### src/rtl/tl_uart_pkg.sv
// Shared definitions for the TileLink <-> UART byte-stream bridges.
// The opcode-byte layout is common to both directions of the link.
package tl_uart_pkg;

    localparam int PKT_HDR_BYTES = 4;

    localparam logic [2:0] CHAN_A = 3'd0;
    localparam logic [2:0] CHAN_B = 3'd1;
    localparam logic [2:0] CHAN_C = 3'd2;
    localparam logic [2:0] CHAN_D = 3'd3;
    localparam logic [2:0] CHAN_E = 3'd4;

    typedef enum logic {
        S_IDLE = 1'b0,
        S_SEND = 1'b1
    } ser_state_e;

    function automatic logic [7:0] pack_op_byte(input logic       corrupt,
                                                input logic [2:0] param,
                                                input logic [2:0] opcode);
        return {corrupt, param, 1'b0, opcode};
    endfunction

endpackage

### src/rtl/sync_fifo.sv
// Single-clock FIFO; pointers carry an extra MSB so full and empty are
// distinguishable without a separate count register.
module sync_fifo #(
    parameter int WIDTH = 8,
    parameter int DEPTH = 4
) (
    input  logic                   clk,
    input  logic                   reset,
    input  logic                   push,
    input  logic [WIDTH-1:0]       wdata,
    input  logic                   pop,
    output logic [WIDTH-1:0]       rdata,
    output logic                   full,
    output logic                   empty,
    output logic [$clog2(DEPTH):0] level
);
    localparam int AW = $clog2(DEPTH);

    logic [WIDTH-1:0] mem [DEPTH];
    logic [AW:0]      wptr, rptr;
    logic             do_push, do_pop;

    assign full    = (wptr[AW] != rptr[AW]) && (wptr[AW-1:0] == rptr[AW-1:0]);
    assign empty   = (wptr == rptr);
    assign level   = wptr - rptr;
    assign rdata   = mem[rptr[AW-1:0]];
    assign do_push = push && !full;
    assign do_pop  = pop && !empty;

    always_ff @(posedge clk) begin
        if (reset) begin
            wptr <= '0;
            rptr <= '0;
        end else begin
            if (do_push) wptr <= wptr + 1'b1;
            if (do_pop)  rptr <= rptr + 1'b1;
        end
    end

    // Storage is not reset; a flushed FIFO is empty so stale words are never read.
    always_ff @(posedge clk) begin
        if (do_push) mem[wptr[AW-1:0]] <= wdata;
    end

endmodule

### src/rtl/tilelink_to_uart_serializer.sv
// Filters TileLink frames by channel, packs them into little-endian packets,
// queues them and streams each packet byte-by-byte to the UART transmitter.
module tilelink_to_uart_serializer
    import tl_uart_pkg::*;
#(
    parameter int ADDR_BYTES   = 4,
    parameter int DATA_BYTES   = 8,
    parameter int FIFO_DEPTH   = 4,
    parameter int DROP_ON_FULL = 0,
    parameter int CNT_W        = 16
) (
    input  logic                        clk,
    input  logic                        reset,
    input  logic [7:0]                  chan_enable,
    input  logic                        tl_in_valid,
    output logic                        tl_in_ready,
    input  logic [2:0]                  tl_in_bits_chanId,
    input  logic [2:0]                  tl_in_bits_opcode,
    input  logic [2:0]                  tl_in_bits_param,
    input  logic [7:0]                  tl_in_bits_size,
    input  logic [7:0]                  tl_in_bits_source,
    input  logic [63:0]                 tl_in_bits_address,
    input  logic [63:0]                 tl_in_bits_data,
    input  logic                        tl_in_bits_corrupt,
    input  logic [8:0]                  tl_in_bits_union,
    output logic                        tx_valid,
    input  logic                        tx_ready,
    output logic [7:0]                  tx_data,
    output logic                        tx_last,
    output logic [$clog2(FIFO_DEPTH):0] fifo_level,
    output logic [CNT_W-1:0]            drop_count
);
    localparam int PKT_BYTES = PKT_HDR_BYTES + ADDR_BYTES + DATA_BYTES;
    localparam int PKT_W     = 8 * PKT_BYTES;
    localparam int IDX_W     = $clog2(PKT_BYTES);
    localparam int LVL_W     = $clog2(FIFO_DEPTH) + 1;

    logic [PKT_BYTES-1:0][7:0] pkt_in, pkt_head;
    logic [PKT_W-1:0]          fifo_wdata, fifo_rdata;
    logic                      fifo_push, fifo_pop, fifo_full, fifo_empty;
    logic                      chan_en, accept, frame_drop, fifo_more;

    ser_state_e                state, state_nxt;
    logic [IDX_W-1:0]          byte_idx, byte_idx_nxt;
    logic                      is_last;

    // Source id and the unused upper address/data/union bits are not transmitted.
    logic unused_bits;
    assign unused_bits = ^{tl_in_bits_source, tl_in_bits_union[8],
                           tl_in_bits_address, tl_in_bits_data};

    // Byte 0 sits in the least significant position of the packed word.
    assign pkt_in = {tl_in_bits_data[8*DATA_BYTES-1:0],
                     tl_in_bits_address[8*ADDR_BYTES-1:0],
                     tl_in_bits_union[7:0],
                     tl_in_bits_size,
                     pack_op_byte(tl_in_bits_corrupt, tl_in_bits_param, tl_in_bits_opcode),
                     {5'b0, tl_in_bits_chanId}};

    assign chan_en     = chan_enable[tl_in_bits_chanId];
    assign tl_in_ready = (DROP_ON_FULL != 0) ? 1'b1 : (!fifo_full || !chan_en);
    assign accept      = tl_in_valid && tl_in_ready;
    assign fifo_push   = accept && chan_en && !fifo_full;
    assign frame_drop  = accept && chan_en && fifo_full;

    assign fifo_wdata  = pkt_in;
    assign pkt_head    = fifo_rdata;

    sync_fifo #(
        .WIDTH (PKT_W),
        .DEPTH (FIFO_DEPTH)
    ) u_fifo (
        .clk   (clk),
        .reset (reset),
        .push  (fifo_push),
        .wdata (fifo_wdata),
        .pop   (fifo_pop),
        .rdata (fifo_rdata),
        .full  (fifo_full),
        .empty (fifo_empty),
        .level (fifo_level)
    );

    always_ff @(posedge clk) begin
        if (reset)
            drop_count <= '0;
        else if (frame_drop && (drop_count != '1))
            drop_count <= drop_count + 1'b1;
    end

    // A packet stays in the FIFO until its last byte leaves, so after the pop
    // another one is ready if more than one was queued or one arrives now.
    assign is_last   = (byte_idx == IDX_W'(PKT_BYTES - 1));
    assign fifo_more = (fifo_level > LVL_W'(1)) || fifo_push;

    always_ff @(posedge clk) begin
        if (reset) begin
            state    <= S_IDLE;
            byte_idx <= '0;
        end else begin
            state    <= state_nxt;
            byte_idx <= byte_idx_nxt;
        end
    end

    always_comb begin
        state_nxt    = state;
        byte_idx_nxt = byte_idx;
        tx_valid     = 1'b0;
        tx_data      = '0;
        tx_last      = 1'b0;
        fifo_pop     = 1'b0;
        case (state)
            S_IDLE: begin
                if (!fifo_empty) begin
                    state_nxt    = S_SEND;
                    byte_idx_nxt = '0;
                end
            end
            S_SEND: begin
                tx_valid = 1'b1;
                tx_data  = pkt_head[byte_idx];
                tx_last  = is_last;
                if (tx_ready) begin
                    if (is_last) begin
                        fifo_pop     = 1'b1;
                        byte_idx_nxt = '0;
                        if (!fifo_more) state_nxt = S_IDLE;
                    end else begin
                        byte_idx_nxt = byte_idx + 1'b1;
                    end
                end
            end
            default: state_nxt = S_IDLE;
        endcase
    end

endmodule

### config.mk
export PLATFORM = sky130hd
export DESIGN_NAME = tilelink_to_uart_serializer
export DESIGN_NICKNAME = d
export VERILOG_FILES = /design/src/rtl/tl_uart_pkg.sv /design/src/rtl/sync_fifo.sv /design/src/rtl/tilelink_to_uart_serializer.sv
export SDC_FILE = /design/constraint.sdc
export NUM_CORES = 1
export LEC_CHECK = 0
export BUFFER_PORTS_ARGS = -buffer_cell sky130_fd_sc_hd__buf_4
export CORE_MARGIN = 8
export CORE_UTILIZATION = 30
export CTS_CLUSTER_SIZE = 12
export DETAILED_ROUTE_END_ITERATION = 7
export SYNTH_ARGS = -nofsm -noshare
export SYNTH_HDL_FRONTEND = slang
export SYNTH_SLANG_ARGS = --single-unit
### constraint.sdc
create_clock -name clk -period 6 [get_ports clk]
set_clock_uncertainty 0.15 [all_clocks]
set_input_delay 0.6 -clock clk [delete_from_list [all_inputs] [get_ports clk]]
set_output_delay 0.6 -clock clk [all_outputs]
set_load 0.01 [all_outputs]
==> impl_metrics.toml <==
[status]
status = "completed"

[detailed_routing]
vias = 9631
drc_errors = 0
drt_first_pass_iters = 7
wl_per_cell_um = 23.7
wirelength_mm = 47.6
via_per_inst = 4.79
drt_iter0_markers = 612
drtAntennaViolNets = 0

[placement]
dp_hpwl_mm = 30.0
place_ws_ns = 2.10
dpl_cell_area_mm2 = 0.0220
gp_congestion = 0.687
port_buffers = 163
dp_cells = 1919

[synthesis]
synth-seq-cells = 517
syn_area_per_cell_um2 = 21.5
syn-instance-count = 922
synth.top_cell.area_share_pct = 74.1
ys_warn_count = 0
ys_top_cells_by_count = "488 x edfxtp_1, 101 x mux4_2, 43 x mux2i_1"
synth.most_common_cell = "edfxtp_1"
syn_nets = 1106
synth_top_area_cell = "edfxtp_1"
synthDistinctLibCells = 49
async_flop_share_pct = 0
synthFlopType = "edfxtp_1"
synth_area_mm2 = 0.0198
synth-edff-count = 488
ys_seq_area_share_pct = 77.0
yosys-top-cells-area = "edfxtp_1 74%, mux4_2 11%, dfxtp_1 2.9%"

[critical_path]
criticalPathCategory = "flop to output port"
required_ns = 5.25
reg2regPathDepth = 7
cp.arrival_ns = 3.75
worstPathMaxFanout = 42
ff2ff_setup_slack_ns = 2.71
setup.worst_path.start_class = "flop"
r2r_end = "u_fifo.mem[3][72]$_DFFE_PP_"
end_kind = "output port"
r2r-start = "u_fifo.wptr[0]$_SDFFE_PP0N_"

[sta]
tns_ns = 0
timing.fmax_mhz = 222
period_minus_slack_ns = 4.50
relSlewSlack_pct = 35.7
setup_viol = 0
tightest_slew_ns = 0.963
period_share_pct = 75.0
rsz0062_at_grt = "false"
drv_slew = 0
hold_viol_final = 0
layout_setup_ws_ns = 1.50

[grt]
grt_pass1_wl_mm = 69.5
antenna_found_initial = 13
grt_max_degree = 93
overflow = 0
grt_pass1_vias = 10300
track_usage_pct = 12.5

[cells_and_area]
drive_above_1_share_pct = 32.4
utilization_pct = 36.2
final_area_mm2 = 0.0237
fin_cells = 2011
fin_nets = 1297
syn_to_final_growth_pct = 20.0

[die]
die_w_um = 273
die_area_mm2 = 0.0744
ios = 205
rows = 94
initial_core_util_pct = 30.2
die_h_um = 273
core_area_mm2 = 0.0655

[min_path]
hold_class = "input pin to flop"
min-delay-start = "tl_in_bits_data[48]"
hold_depth = 1
holdPathEnd = "u_fifo.mem[1][106]$_DFFE_PP_"

[clocking]
cts.sinks = 517
cts_root_buf = "clkbuf_16"
cts.path.max_buffers = 3
cts_tree = "done"
clock_latency_ns = 0.60
post_cts_buffers = 0
h-tree-depth = 2
clk_pin_slew_ns = 0.06
cts_buffers = 54

[flow_run]
drv_cap = 0

[power_and_ir_drop]
vdd_drop_max_v = 0.000204
power_leakage_nw = 7.52
power.density_mw_per_mm2 = 323
## per-layer routing
metal  wire length (µm)  vias to the layer above  GRT usage (%)
met5                 94                        -              0
met4                834                       14           2.93
met3               3120                       75           3.99
met2              23200                      227           20.6
met1              20400                     5055           16.0
li1                   -                     4260              -
## state kept, by name, summed over array words and instances, names as in the netlist, named ones only
register	flops
byte_idx	4
drop_count	16
state	1
u_fifo.mem	488
u_fifo.rptr	3
u_fifo.wptr	3
## timing repair
item	4_1_cts	5_1_grt
gates resized for setup	0	0
hold buffers	2	0
hold endpoints to repair	8	0
## area by class of cell
type,instances,area [µm²]
fillers,5962,41800
repair buffers,185,1470
flip-flops and latches,517,15200
clock inverters,20,220
well taps,864,1080
multi-input cells,350,4240
clock buffers,65,1460
inverters,5,18.8
diodes,5,12.5
## placed cells by master (no fill, tap or decap), types with 6 or more instances in the layout
cell type	count
a211oi_1	16
mux2i_1	43
nor2b_1	17
clkinv_2	7
nor2_1	14
a22oi_1	20
ha_1	8
nand2_1	15
dfxtp_1	27
o221ai_1	15
buf_12	6
a21oi_1	20
a22o_1	14
mux4_2	101
buf_4	177
clkinv_1	7
edfxtp_1	488
clkbuf_1	8
o22ai_1	7
clkbuf_16	57
## report_power, final
part           leakage [nW]  switching, mW  internal, mW
Combinational          2.03          0.204         0.149
Sequential             4.67         0.0251          4.07
Clock                 0.825           1.31          1.91
Total                  7.52           1.54          6.13
## per-stage QoR
stage          total power [mW]  hold WS (ns)
3_5_place_dp               4.53         0.310
3_3_place_gp               4.52         0.305
4_1_cts                    7.77      0.000913
5_1_grt                    7.92        0.0134
2_1_floorplan              4.33         0.333
6_report                   7.67        0.0541
## critical path: stages, from the launching register on
cell and delay, ns:
dfxtp_4 0.89, buf_12 0.41, mux4_2 0.56, a22o_1 0.24, nor3_1 0.49, o31ai_1 0.25, buf_4 0.22
## worst max-delay path by stage
stage,start,endpoint,slack (ns),cells past startpoint
global placement,flop,tx_data[6],2.09,7
finish,flop,tx_data[0],1.50,6
CTS,flop,tx_data[6],1.43,7
floorplan,tl_in_bits_chanId[0],u_fifo.mem[0][0]$_DFFE_PP_,1.16,5
global route,flop,tx_data[0],1.26,6
detailed placement,flop,tx_data[0],2.10,6
## logic make-up (layout without fill, tap and decap cells)
| logic type | count (synthesis) | count (layout) | share of synthesized area (%) |
|---|---|---|---|
| AO/OA/AOI/OAI | 113 | 113 | 4.23 |
| XOR/XNOR | 6 | 6 | 0.266 |
| adder cells (fa/ha/maj) | 9 | 9 | 0.607 |
| buffers and inverters | 55 | 275 | 1.69 |
| flip-flops | 517 | 517 | 77.0 |
| multiplexers | 148 | 148 | 14.1 |
| other | 0 | 5 | 0 |
| AND/OR/NAND/NOR | 74 | 74 | 2.07 |
Power figures use the tool's default switching activity.
